**config.mk**
```make
export PLATFORM = sky130hd
export DESIGN_NAME = comm_pkt_xcvr
export DESIGN_NICKNAME = d
export VERILOG_FILES = /design/src/rtl/comm_pkt_xcvr.sv
export SDC_FILE = /design/constraint.sdc
export NUM_CORES = 1
export LEC_CHECK = 0
export ABC_AREA = 0
export BUFFER_PORTS_ARGS = -buffer_cell sky130_fd_sc_hd__buf_2
export CELL_PAD_IN_SITES_DETAIL_PLACEMENT = 1
export CELL_PAD_IN_SITES_GLOBAL_PLACEMENT = 1
export CORE_MARGIN = 5
export CORE_UTILIZATION = 30
export DETAILED_ROUTE_END_ITERATION = 8
export MAX_ROUTING_LAYER = met4
export PLACE_DENSITY_LB_ADDON = 0.1
export SYNTH_ARGS = -nofsm -noshare
export SYNTH_HDL_FRONTEND = slang
export SYNTH_SLANG_ARGS = --single-unit
```
**constraint.sdc**
```tcl
create_clock -name clk -period 2 [get_ports clk]
set_input_delay 0.1 -clock clk [delete_from_list [all_inputs] [get_ports clk]]
set_output_delay 0.1 -clock clk [all_outputs]
set_load 0.005 [all_outputs]
```
**src/rtl/comm_pkt_xcvr.sv**
```systemverilog
// Half-duplex packet transceiver: NBYTES payload + CRC-8 trailer over a differential UART-style link.
// TX serialises MSB byte first, LSB bit first; RX validates framing/CRC and applies an inter-byte timeout.
module comm_pkt_xcvr #(
   parameter int unsigned NBYTES       = 2,
   parameter int unsigned BAUD_DIV     = 16,
   parameter int unsigned TIMEOUT_BITS = 12
) (
   input  logic                  clk,
   input  logic                  rst_n,
   input  logic                  trmt,
   input  logic [8*NBYTES-1:0]   txdata,
   output logic                  tx_busy,
   output logic                  tx_done,
   output logic                  tx_pkt_done,
   output logic                  tx_p,
   output logic                  tx_n,
   input  logic                  rx_p,
   input  logic                  rx_n,
   output logic [8*NBYTES-1:0]   rxdata,
   output logic                  pckt_rdy,
   input  logic                  clr_pckt_rdy,
   output logic                  crc_err
);
   localparam int unsigned W       = 8 * NBYTES;
   localparam int unsigned BCW     = $clog2(BAUD_DIV);
   localparam int unsigned IW      = $clog2(NBYTES + 1);
   localparam int unsigned TO_CLKS = TIMEOUT_BITS * BAUD_DIV;
   localparam int unsigned TW      = $clog2(TO_CLKS + 1);

   typedef enum logic [1:0] {TX_IDLE, TX_START, TX_DATA, TX_STOP} tx_state_t;
   typedef enum logic [2:0] {RX_IDLE, RX_START, RX_DATA, RX_STOP, RX_GAP} rx_state_t;

   // CRC-8, poly 0x07, MSB-first, one byte per call
   function automatic logic [7:0] crc8_upd(input logic [7:0] crc, input logic [7:0] b);
      logic [7:0] c;
      c = crc ^ b;
      for (int i = 0; i < 8; i++) c = c[7] ? ((c << 1) ^ 8'h07) : (c << 1);
      return c;
   endfunction

   tx_state_t        tx_state, tx_state_nxt;
   logic [BCW-1:0]   tx_cnt, tx_cnt_nxt;
   logic [2:0]       tx_bit, tx_bit_nxt;
   logic [IW-1:0]    tx_idx, tx_idx_nxt;
   logic [W-1:0]     tx_sh, tx_sh_nxt;
   logic [7:0]       tx_byte, tx_byte_nxt, tx_crc, tx_crc_nxt;
   logic             tx_busy_nxt, tx_done_nxt, tx_pkt_done_nxt, tx_p_nxt, tx_bit_end;

   rx_state_t        rx_state, rx_state_nxt;
   logic             rx_p_m, rx_p_s, rx_p_d, rx_n_m, rx_n_s, rx_fall;
   logic [BCW-1:0]   rx_cnt, rx_cnt_nxt;
   logic [TW-1:0]    rx_to, rx_to_nxt;
   logic [2:0]       rx_bit, rx_bit_nxt;
   logic [7:0]       rx_byte, rx_byte_nxt, rx_crc, rx_crc_nxt, crc_now;
   logic [IW-1:0]    rx_idx, rx_idx_nxt;
   logic [W-1:0]     rx_sh, rx_sh_nxt, rxdata_nxt;
   logic             rx_ferr, rx_ferr_nxt, ferr_now, pckt_rdy_nxt, crc_err_nxt;
   logic             rx_half, rx_full;

   // TX next-state: byte index NBYTES denotes the CRC trailer
   always_comb begin
      tx_state_nxt    = tx_state;
      tx_cnt_nxt      = tx_cnt;
      tx_bit_nxt      = tx_bit;
      tx_idx_nxt      = tx_idx;
      tx_sh_nxt       = tx_sh;
      tx_byte_nxt     = tx_byte;
      tx_crc_nxt      = tx_crc;
      tx_busy_nxt     = tx_busy;
      tx_done_nxt     = 1'b0;
      tx_pkt_done_nxt = 1'b0;
      tx_p_nxt        = tx_p;
      tx_bit_end      = (tx_cnt == BCW'(BAUD_DIV - 1));
      if (tx_state != TX_IDLE) tx_cnt_nxt = tx_bit_end ? '0 : tx_cnt + BCW'(1);
      case (tx_state)
         TX_IDLE: if (trmt) begin
            tx_state_nxt = TX_START;
            tx_busy_nxt  = 1'b1;
            tx_p_nxt     = 1'b0;
            tx_cnt_nxt   = '0;
            tx_idx_nxt   = '0;
            tx_byte_nxt  = txdata[W-1 -: 8];
            tx_sh_nxt    = txdata << 8;
            tx_crc_nxt   = crc8_upd(8'h00, txdata[W-1 -: 8]);
         end
         TX_START: if (tx_bit_end) begin
            tx_state_nxt = TX_DATA;
            tx_bit_nxt   = '0;
            tx_p_nxt     = tx_byte[0];
         end
         TX_DATA: if (tx_bit_end) begin
            if (tx_bit == 3'd7) begin
               tx_state_nxt = TX_STOP;
               tx_p_nxt     = 1'b1;
            end else begin
               tx_bit_nxt  = tx_bit + 3'd1;
               tx_byte_nxt = tx_byte >> 1;
               tx_p_nxt    = tx_byte[1];
            end
         end
         TX_STOP: if (tx_bit_end) begin
            tx_done_nxt = 1'b1;
            if (tx_idx == IW'(NBYTES)) begin
               tx_state_nxt    = TX_IDLE;
               tx_busy_nxt     = 1'b0;
               tx_pkt_done_nxt = 1'b1;
            end else begin
               tx_state_nxt = TX_START;
               tx_p_nxt     = 1'b0;
               tx_idx_nxt   = tx_idx + IW'(1);
               if (tx_idx == IW'(NBYTES - 1)) begin
                  tx_byte_nxt = tx_crc;
               end else begin
                  tx_byte_nxt = tx_sh[W-1 -: 8];
                  tx_sh_nxt   = tx_sh << 8;
                  tx_crc_nxt  = crc8_upd(tx_crc, tx_sh[W-1 -: 8]);
               end
            end
         end
         default: tx_state_nxt = TX_IDLE;
      endcase
   end

   // RX next-state: mid-bit sampling, running CRC, inter-byte timeout in GAP
   always_comb begin
      rx_state_nxt = rx_state;
      rx_cnt_nxt   = rx_cnt;
      rx_to_nxt    = rx_to;
      rx_bit_nxt   = rx_bit;
      rx_byte_nxt  = rx_byte;
      rx_crc_nxt   = rx_crc;
      rx_idx_nxt   = rx_idx;
      rx_sh_nxt    = rx_sh;
      rx_ferr_nxt  = rx_ferr;
      rxdata_nxt   = rxdata;
      pckt_rdy_nxt = clr_pckt_rdy ? 1'b0 : pckt_rdy;
      crc_err_nxt  = crc_err;
      rx_fall      = rx_p_d & ~rx_p_s;
      rx_half      = (rx_cnt == BCW'(BAUD_DIV / 2 - 1));
      rx_full      = (rx_cnt == BCW'(BAUD_DIV - 1));
      ferr_now     = rx_ferr | ~rx_p_s;
      crc_now      = crc8_upd(rx_crc, rx_byte);
      if (rx_state == RX_START || rx_state == RX_DATA || rx_state == RX_STOP)
         rx_cnt_nxt = rx_cnt + BCW'(1);
      case (rx_state)
         RX_IDLE: if (rx_fall) begin
            rx_state_nxt = RX_START;
            rx_cnt_nxt   = '0;
         end
         RX_START: if (rx_half) begin
            rx_cnt_nxt = '0;
            if (rx_p_s) begin
               // glitch: mid-packet it falls back to GAP so the timeout still applies
               rx_state_nxt = (rx_idx == '0) ? RX_IDLE : RX_GAP;
            end else begin
               rx_state_nxt = RX_DATA;
               rx_bit_nxt   = '0;
               if (rx_idx == '0) begin
                  pckt_rdy_nxt = 1'b0;
                  crc_err_nxt  = 1'b0;
                  rx_ferr_nxt  = 1'b0;
                  rx_crc_nxt   = 8'h00;
               end
            end
         end
         RX_DATA: if (rx_full) begin
            rx_cnt_nxt  = '0;
            rx_byte_nxt = {rx_p_s, rx_byte[7:1]};
            if (rx_p_s == rx_n_s) rx_ferr_nxt = 1'b1;
            if (rx_bit == 3'd7) rx_state_nxt = RX_STOP;
            else rx_bit_nxt = rx_bit + 3'd1;
         end
         RX_STOP: if (rx_full) begin
            rx_cnt_nxt  = '0;
            rx_ferr_nxt = ferr_now;
            rx_crc_nxt  = crc_now;
            if (rx_idx == IW'(NBYTES)) begin
               rx_state_nxt = RX_IDLE;
               rx_idx_nxt   = '0;
               if (crc_now == 8'h00 && !ferr_now) begin
                  rxdata_nxt   = rx_sh;
                  pckt_rdy_nxt = 1'b1;
                  crc_err_nxt  = 1'b0;
               end else begin
                  pckt_rdy_nxt = 1'b0;
                  crc_err_nxt  = 1'b1;
               end
            end else begin
               rx_sh_nxt    = (rx_sh << 8) | W'(rx_byte);
               rx_idx_nxt   = rx_idx + IW'(1);
               rx_to_nxt    = '0;
               rx_state_nxt = RX_GAP;
            end
         end
         RX_GAP: begin
            if (rx_fall) begin
               rx_state_nxt = RX_START;
               rx_cnt_nxt   = '0;
            end else if (rx_to == TW'(TO_CLKS - 1)) begin
               rx_state_nxt = RX_IDLE;
               rx_idx_nxt   = '0;
               pckt_rdy_nxt = 1'b0;
               crc_err_nxt  = 1'b1;
            end else begin
               rx_to_nxt = rx_to + TW'(1);
            end
         end
         default: rx_state_nxt = RX_IDLE;
      endcase
   end

   // State and output registers
   always_ff @(posedge clk or negedge rst_n) begin
      if (!rst_n) begin
         tx_state <= TX_IDLE;   tx_cnt <= '0;   tx_bit <= '0;   tx_idx <= '0;
         tx_sh <= '0;           tx_byte <= '0;  tx_crc <= '0;
         tx_busy <= 1'b0;       tx_done <= 1'b0; tx_pkt_done <= 1'b0;
         tx_p <= 1'b1;          tx_n <= 1'b0;
         rx_p_m <= 1'b1;        rx_p_s <= 1'b1; rx_p_d <= 1'b1;
         rx_n_m <= 1'b0;        rx_n_s <= 1'b0;
         rx_state <= RX_IDLE;   rx_cnt <= '0;   rx_to <= '0;    rx_bit <= '0;
         rx_byte <= '0;         rx_crc <= '0;   rx_idx <= '0;   rx_sh <= '0;
         rx_ferr <= 1'b0;       rxdata <= '0;   pckt_rdy <= 1'b0; crc_err <= 1'b0;
      end else begin
         tx_state <= tx_state_nxt; tx_cnt <= tx_cnt_nxt; tx_bit <= tx_bit_nxt;
         tx_idx <= tx_idx_nxt;     tx_sh <= tx_sh_nxt;   tx_byte <= tx_byte_nxt;
         tx_crc <= tx_crc_nxt;     tx_busy <= tx_busy_nxt;
         tx_done <= tx_done_nxt;   tx_pkt_done <= tx_pkt_done_nxt;
         tx_p <= tx_p_nxt;         tx_n <= ~tx_p_nxt;
         rx_p_m <= rx_p;           rx_p_s <= rx_p_m;     rx_p_d <= rx_p_s;
         rx_n_m <= rx_n;           rx_n_s <= rx_n_m;
         rx_state <= rx_state_nxt; rx_cnt <= rx_cnt_nxt; rx_to <= rx_to_nxt;
         rx_bit <= rx_bit_nxt;     rx_byte <= rx_byte_nxt; rx_crc <= rx_crc_nxt;
         rx_idx <= rx_idx_nxt;     rx_sh <= rx_sh_nxt;   rx_ferr <= rx_ferr_nxt;
         rxdata <= rxdata_nxt;     pckt_rdy <= pckt_rdy_nxt; crc_err <= crc_err_nxt;
      end
   end
endmodule

```
-- After elaboration in Yosys (flattened, before gate mapping)
Index checks and enable logic that the tools add are counted.
- register bits: 124
- bits in latches: 0
- bits in writable memories: 0
- memory bits (read-only): 0
- input bits: 22
- output and inout bits: 23
- word-level logic and storage cells: 279
- memories kept: 0
- add/subtract/negate cells: 7
- multipliers: 0
- divide/modulo/power cells: 0
- $lt $le $gt $ge: 0
- equal/unequal tests: 41
- shift-type cells: 0
- multiplexer cells: 135
- bitwise logic cells: 32
- reductions and logical operators: 35
- operators by type and width (operator ; count):
    8-bit 2-to-1 mux ; 18
    3-bit 2-to-1 mux ; 41
    3-bit inverter ; 24
    16-bit 2-to-1 mux ; 4
    8-bit case mux with 2 select lines ; 3
    2-bit != test, second input constant ; 19
    1-bit 2-to-1 mux ; 35
    4-bit 2-to-1 mux ; 8
    16-bit case mux with 2 select lines ; 1
    5-bit AND reduction ; 5
    2-bit 2-to-1 mux ; 12
    8-bit case mux with 3 select lines ; 1
    4-bit AND reduction ; 5
    16-bit by 8-bit OR with 16-bit output ; 1
    8-bit bitwise XOR ; 2
    3-bit case mux with 5 select lines ; 1
    3-bit case mux with 2 select lines ; 2
    4-bit case mux with 3 select lines ; 1
    6-bit AND reduction ; 2
    2-bit nonzero test ; 6
    3-bit equality test, second input constant ; 3
    1-bit case mux with 3 select lines ; 3
    3-bit nonzero test ; 3
    4-bit by 1-bit adder with 4-bit output, second input constant ; 2
    31 further kinds ; 48

-- Longest topological paths before layout
Gate-level depths: netlist of run 1.
- word-level depth: 23
- gate-level depth with buffers: 9
- mapped depth without buffers: 7

-- Worst setup path after synthesis of run 1
Ideal clock, no wire load.
- path type: register to register
- from: register tx_idx[1]
- to: register tx_crc[6]
- library setup time: 0.069 ns
- data arrival time: 2.137 ns
- required time: 1.931 ns
- setup slack: -0.206 ns
- stages on the path, launching flop included: 9
- period minus slack after synthesis: 2.206 ns
- cell sequence: dfrtp_1 -> inv_1 -> ha_1 -> buf_6 -> or3b_1 -> a221o_1 -> buf_6 -> or4b_1 -> nand3_1
- longest elaborated chain between the ends: 3
- elaborated cells on any way between the ends: 5
- those cells by class: 4 x eq/ne; 1 x reduce/logical
- ends and longest elaborated chain (what ; RTL line ; text):
    from (decl) ; 44 ; logic [IW-1:0] tx_idx, tx_idx_nxt;
    from (signal assigned) ; 226 ; tx_idx <= tx_idx_nxt; tx_sh <= tx_sh_nxt; tx_byte <= tx_byte_nxt;
    2-bit by 1-bit equality test with 1-bit output or 2-bit equality test (tied branches) ; 111, 103 ;
    2-bit != test (no line) ; - ;
    5-bit AND reduction (no line) (*) ; - ;
    to (signal assigned) ; 227 ; tx_crc <= tx_crc_nxt; tx_busy <= tx_busy_nxt;
    to (decl) ; 46 ; logic [7:0] tx_byte, tx_byte_nxt, tx_crc, tx_crc_nxt;
Mark *: on every way between the ends. The rest lies on a longest branch, timed or not.
A chain may end at the register's enable or synchronous reset.

-- Final worst setup path of run 1
- from: register tx_idx[0]
- to: register tx_crc[6]
The elaborated chain is that of the path after synthesis.

==> key figures, run 1 <==
Floorplan
  • Core Footprint: 0.0195 mm2
  • Die height: 151 um
  • Die width: 151 um
  • Die area: 0.0229 mm2
  • # rows: 51
  • I/O pin total: 45
  • Initial Util: 30.6%

Layout
  • Design Area, Final: 0.00771 mm2
  • Final net count: 712
  • Area Overhead vs Synth: 28.9%
  • Final non-filler cell total: 954
  • Share of post-route cells with drive strength above 1: 29.8%
  • Diode count: 0
  • Filler instances: 2195

Timing
  • Fin. Hold Viols: 0
  • Max-slew violation count: 0
  • Tmin final: 2.05 ns
  • Tcrit/Tclk final: 103%
  • Slew @ Worst Pin: 0.613 ns
  • RSZ-0062 raised after global routing: yes
  • Clock Skew: 0.00785 ns
  • Setup TNS: -0.0554 ns
  • Post-route setup slack: -0.0503 ns
  • Max Clock Freq: 488 MHz
  • Final-report setup violation count: 2
  • Slew Limit Headroom: 59.1%

Synthesis
  • Largest family of logic cells by synthesized area: compound AO/OA/AOI/OAI gates
  • Post-synthesis simple-gate area fraction: 12.1%
  • Post-synthesis sequential area ratio: 48.6%
  • Post-Synth Adder-Cell Area: 2.72%
  • Synth Area in Compound Gates: 12.8%
  • Mux contribution to synthesized area: 10.2%
  • Count of cell types in the netlist: 57
  • Post-synthesis cell area: 0.00598 mm2
  • Seq cells post-synth: 116
  • Ys Warns: 0
  • Post-Synthesis Cells: 569
  • Syn avg cell area: 10.5 um2
  • Mapped Nets: 604
  • Xor/xnor share of the synthesized area: 10.2%
  • Share of flip-flops with an asynchronous set or reset: 100%
  • Post-synth EDFFs: 0
  • Top FF cell, synth: dfrtp_1

Setup path
  • CP top delay family: simple AND/OR/NAND/NOR gates
  • Crit-path max FO: 5
  • WP data required: 2.34 ns
  • Worst path bufs/invs: 1
  • Crit path from: tx_idx[0]
  • Element type at the critical path start: flop
  • R2r startpoint: tx_idx[0]
  • R2R depth: 6
  • Crit Path Class: reg2reg
  • Slowest stage delay, CP: 0.52 ns
  • Worst path depth: 6
  • Worst endpoint data arrival time: 2.40 ns
  • Crit. End Element: flop
  • Critical Path, Cell by Cell: inv_2 -> ha_2 -> or3b_4 -> a221o_1 -> or4b_1 -> nand3_1
  • Critical-path top delay cell: or4b_1

Placed design
  • Placement Setup Slack: -0.0907 ns
  • Port bufs: 44
  • Post-DP HPWL: 10800 um
  • Placer Congestion: 0.814
  • Placed insts: 908
  • DP Area: 0.00690 mm2

Flow run
  • Max Cap Violations: 0

Power and ir drop
  • Worst VDD drop: 0.567 mV
  • Pwr dens: 917 mW/mm2
  • Final Power: 7.07 mW
  • Leak pwr: 3.55 nW

Clock tree
  • CTS tree: done
  • CTS H-tree depth: 4
  • CTS Buffer Depth: 2
  • CTS sink count: 116
  • Clk_lat worst skew: 0.41 ns
  • Root buf cell: clkbuf_16
  • Inserted Clock Buffers: 17
  • Clock transition at the registers of the reported paths: 0.05 ns

Routing
  • Post-Route WL: 14700 um
  • Vias: 4490
  • Post-route ant nets: 0
  • WL/cell: 15.4 um
  • First-iteration detailed-routing DRC count: 134
  • # DRC: 0
  • DRT Pass-1 Iters: 4
  • Vias/cell: 4.71

GRT
  • Met1 GRT Util: 17.8%
  • Total GRT Usage: 14.3%
  • Largest net degree at the start of global routing: 44
  • Gr busiest metal: met2
  • GR Util met2: 23.0%
  • Gr ovfl total: 0
  • Vias in the first global route: 4984
  • GR met3 Demand/Resource: 3.80%
  • First-pass GRT wire length: 25200 um
  • Initial antenna violation count: 0

Worst hold path
  • HP Start: txdata[10]
  • Hold path cells: 3
  • Hold/Removal Path Class: in2reg

Run status
  • Outcome: finished with violations
  • Failing checks: setup timing
[flip-flops by register name, indices dropped and copies added (netlist names), 4 cells and up]
signal,flops
rx_sh,16
rx_crc,8
rx_byte,8
tx_crc,8
rx_cnt,4
tx_sh,8
rxdata,16
tx_cnt,4
tx_byte,8
rx_to,8
[cell usage after synthesis (2+ instances only)]
cell type  count  area share (%)
nand3_1       12             1.0
or3_1          4            0.42
or4b_1         2            0.33
nor2b_1        3            0.31
xnor2_1       46             6.7
dfstp_2        4             1.8
a21oi_1       29             2.4
nor4_1         2            0.21
nand4_1        4            0.42
nor3_1         6            0.50
mux2i_1        5            0.84
a32oi_1        2            0.29
a221oi_1       2            0.29
a21o_1         4            0.50
buf_6          3            0.56
nor3b_1        2            0.25
o22ai_1        3            0.31
a22o_1        13             1.9
nor2_1        30             1.9
inv_1         19             1.2
o21ai_0       48             4.0
buf_2          5            0.42
ha_1          13             2.7
nand2_1       57             3.6
nand2b_1      13             1.4
and2_1         2            0.21
xor2_1        19             2.8
clkbuf_1      18             1.1
mux2_2        50             9.4
and3_1         3            0.31
o31ai_1        4            0.50
a31oi_1        2            0.21
a22oi_1        2            0.25
dfrtp_1      112              47
o32ai_1        4            0.59
[repair_timing]
action                     in CTS  in global routing
setup endpoints to repair       4                 18
hold buffers                   13                  0
hold endpoints to repair       47                  0
buffers inserted                1                  1
pin swaps                       5                  4
resized for setup               2                  9
[tightest hold or removal path, stage by stage]
cell and delay (ns):
buf_2 0.13, xor2_1 0.16, a221oi_1 0.10
[metal layers]
layer	up-vias	part of all wire [%]	wire, um
li1	2198	-	-
met2	43	49	7140
met3	12	2.8	409
met4	0	1.0	150
met1	2237	48	6970
met5	-	0	0
[cells in the final DEF (no fill, tap or decap), types with 5 or more instances in the layout]
cell type,Yosys,layout
dfrtp_1,112,112
nand2_1,57,57
buf_4,1,56
mux2_2,50,50
o21ai_0,48,48
xnor2_1,46,46
buf_2,5,43
nor2_1,30,29
a21oi_1,29,27
xor2_1,19,19
inv_1,19,18
clkbuf_16,0,17
nand2b_1,13,13
a22o_1,13,13
dlygate4sd3_1,0,13
nand3_1,12,11
ha_1,13,9
nor3_1,6,6
mux2i_1,5,5
[path summary, 6_finish.rpt]
| path | end | slack [ns] |
|---|---|---|
| setup / recovery | tx_crc[6] | -0.05 |
| hold / removal | tx_crc[2] | 0.13 |
| setup reg to reg | tx_crc[6] | -0.05 |
| hold reg to reg | rx_n_s | 0.35 |
| max in group asynchronous | tx_p | 1.11 |
| min in group asynchronous | rx_to[7] | 0.25 |
[power breakdown]
group	total, mW	switching, mW	internal (mW)
Combinational	1.20	0.630	0.566
Sequential	2.67	0.170	2.49
Clock	3.21	1.10	2.11
[final cells by class]
| class | count | area, um2 | area share, % |
|---|---|---|---|
| repair buffers | 116 | 846 | 11.0 |
| clock inverters | 12 | 180 | 2.34 |
| flip-flops and latches | 116 | 2910 | 37.7 |
| well taps | 265 | 332 | 4.30 |
| clock buffers | 19 | 443 | 5.74 |
| multi-input cells | 407 | 2930 | 38.0 |
| inverters | 19 | 71.3 | 0.925 |
[metrics by stage]
| stage | utilization, % | hold slack, ns |
|---|---|---|
| after global placement | 35.3 | 0.158 |
| after floorplan | - | -0.196 |
| after global routing | 39.5 | 0.113 |
| after CTS | 39.2 | 0.109 |
| final | 39.5 | 0.134 |
| after detailed placement | 35.3 | 0.149 |
[logic make-up (layout without fill, tap and decap cells)]
group | after synthesis | after routing
AO/OA/AOI/OAI | 123 | 123
XOR/XNOR | 67 | 67
adder cells (fa/ha/maj) | 13 | 13
buffers and inverters | 46 | 166
flip-flops | 116 | 116
multiplexers | 55 | 55
AND/OR/NAND/NOR | 149 | 149
(Power assumes the default switching activity.)
==> inputs of run 2 (changes only) <==
--- a/config.mk
+++ b/config.mk
@@ -10,7 +10,7 @@
 export CELL_PAD_IN_SITES_DETAIL_PLACEMENT = 1
 export CELL_PAD_IN_SITES_GLOBAL_PLACEMENT = 1
 export CORE_MARGIN = 5
-export CORE_UTILIZATION = 30
+export CORE_UTILIZATION = 43
 export DETAILED_ROUTE_END_ITERATION = 8
 export MAX_ROUTING_LAYER = met4
 export PLACE_DENSITY_LB_ADDON = 0.1
==> key figures, run 2 (synthesis gave the netlist of run 1 again) <==
Setup path
  • Slowest stage delay, CP: 0.54 ns
  • Crit. End Element: flop
  • R2R depth: 6
  • Worst path bufs/invs: 1
  • Critical-path top delay cell: or4b_1
  • CP top delay family: simple AND/OR/NAND/NOR gates
  • Element type at the critical path start: flop
  • Critical Path, Cell by Cell: inv_2 -> ha_2 -> or3b_4 -> a221o_1 -> or4b_1 -> nand3_1
  • Crit Path Class: reg2reg
  • Worst endpoint data arrival time: 2.46 ns
  • Flop-to-flop setup slack: -0.11 ns
  • R2r startpoint: tx_idx[0]
  • WP data required: 2.35 ns
  • Crit-path max FO: 5
  • Reg2reg end: tx_crc[6]

Power and ir drop
  • Logic pwr share: 16.7%
  • Clock share of power: 46.0%
  • Sw frac: 27.6%
  • Pwr dens: 939 mW/mm2
  • Worst VDD drop: 0.685 mV
  • Sequential share of power: 37.3%
  • Sw power: 1.98 mW
  • Pint: 5.20 mW
  • Leak pwr: 3.57 nW

Timing
  • Max-slew violation count: 0
  • Tcrit/Tclk final: 105%
  • Final-report setup violation count: 3
  • RSZ-0062 raised after global routing: yes
  • Tmin final: 2.11 ns
  • Fin. Hold Viols: 0
  • Post-route setup slack: -0.107 ns
  • Slew Limit Headroom: 58.0%
  • Max Clock Freq: 475 MHz
  • Clock Skew: 0.00814 ns
  • Slew @ Worst Pin: 0.630 ns

Run status
  • Failing checks: setup timing
  • Outcome: finished with violations

Worst hold path
  • HP Start: txdata[15]
  • Hold/Removal Path Class: in2reg
  • Hold EP: tx_byte[7]
  • Hold path cells: 3

Layout
  • Diode count: 0
  • Final core utilization: 55.5%
  • Commonest cells after routing, fill and taps aside: dfrtp_1, buf_4, nand2_1, mux2_2, o21ai_0
  • Filler instances: 1521
  • Share of post-route cells with drive strength above 1: 31.1%
  • Final net count: 714
  • Area Overhead vs Synth: 27.8%
  • Design Area, Final: 0.00765 mm2
  • Largest regs: rx_sh: 16 flops, rxdata: 16 flops
  • Commonest non-fill, non-tap cell in the layout: dfrtp_1

Clock tree
  • Clk_lat worst skew: 0.42 ns
  • CTS tree: done
  • Root buf cell: clkbuf_16
  • Inserted Clock Buffers: 17
  • CTS H-tree depth: 4
  • CTS Buffer Depth: 2
  • CTS sink count: 116
  • Clock transition at the registers of the reported paths: 0.06 ns

Placed design
  • Post-DP HPWL: 10400 um
  • Port bufs: 44
  • Placer Congestion: 0.816
  • DP Area: 0.00676 mm2

Floorplan
  • I/O pin total: 45
  • Initial Util: 43.5%
  • Die width: 128 um
  • # rows: 43
  • Die height: 128 um
  • Die area: 0.0164 mm2
  • Core Footprint: 0.0138 mm2

GRT
  • Vias in the first global route: 5219
  • Total GRT Usage: 20.5%
  • Largest net degree at the start of global routing: 44
  • Gr ovfl total: 0
  • First-pass GRT wire length: 26000 um
  • Initial antenna violation count: 0

Routing
  • Post-Route WL: 15100 um
  • Vias/cell: 5.36
  • Post-route ant nets: 0
  • First-iteration detailed-routing DRC count: 189
  • WL/cell: 17.3 um
  • # DRC: 0
  • Vias: 4671
  • DRT Pass-1 Iters: 4

Flow run
  • Max Cap Violations: 0
run 2: worst max path at each step:
stage,from,endpoint,slack (ns),depth (start not counted)
2_1_floorplan,tx_idx[1],tx_crc[6],-0.12,8
3_3_place_gp,tx_idx[0],tx_crc[6],-0.04,6
3_5_place_dp,tx_idx[0],tx_crc[0],-0.12,6
4_1_cts,tx_idx[0],tx_crc[0],-0.13,5
5_1_grt,tx_idx[0],tx_crc[0],-0.14,6
6_report,tx_idx[0],tx_crc[6],-0.11,6
run 2: cell type report:
cell class	instances	area (um2)	share of cell area, %
Timing Repair Buffer	118	861	11.3
Clock inverter	14	199	2.60
Multi-Input combinational cell	407	2940	38.5
Clock buffer	18	439	5.74
Inverter	19	71.3	0.932
Tap cell	180	225	2.94
Sequential cell	116	2910	38.0
run 2: tightest hold or removal path, delay by kind of cell:
| kind | cells | cell delay (ns) |
|---|---|---|
| buffers and inverters | 1 | 0.14 |
| AO/OA/AOI/OAI | 2 | 0.23 |
run 2: repair_timing:
item                                   4_1_cts  5_1_grt
pin swaps                                    4        8
resized for setup                            2       15
endpoints found under the hold margin       53        0
setup buffers                                3        5
setup endpoints to repair                    5       72
hold buffers                                13        0
run 2: routing by layer:
metal  track usage, %  vias to the layer above  share of wire, %
met3             4.25                       18               2.5
met5                -                        -                 0
met2             35.1                       56                53
met1             23.9                     2375                43
met4             6.99                        0               1.4
li1                 -                     2222                 -
run 2: power groups by stage:
stage                     Combinational [mW]  Clock [mW]  Sequential (mW)
final                                   1.20        3.30             2.68
after global routing                    1.35        3.50             2.70
after CTS                               1.18        3.38             2.68
after detailed placement                1.15           0             2.72
after global placement                  1.10           0             2.71
after floorplan                        0.842           0             2.62
run 2: stage by stage:
step	power [mW]	hold WS, ns	worst slack [ns]	std cells	setup TNS (ns)
2_1_floorplan	3.46	-0.196	-0.124	569	-0.124
3_3_place_gp	3.81	0.157	-0.0353	819	-0.0655
3_5_place_dp	3.87	0.158	-0.120	819	-0.271
4_1_cts	7.24	0.0825	-0.127	867	-0.245
5_1_grt	7.55	0.122	-0.140	872	-0.775
6_report	7.18	0.0953	-0.107	872	-0.239
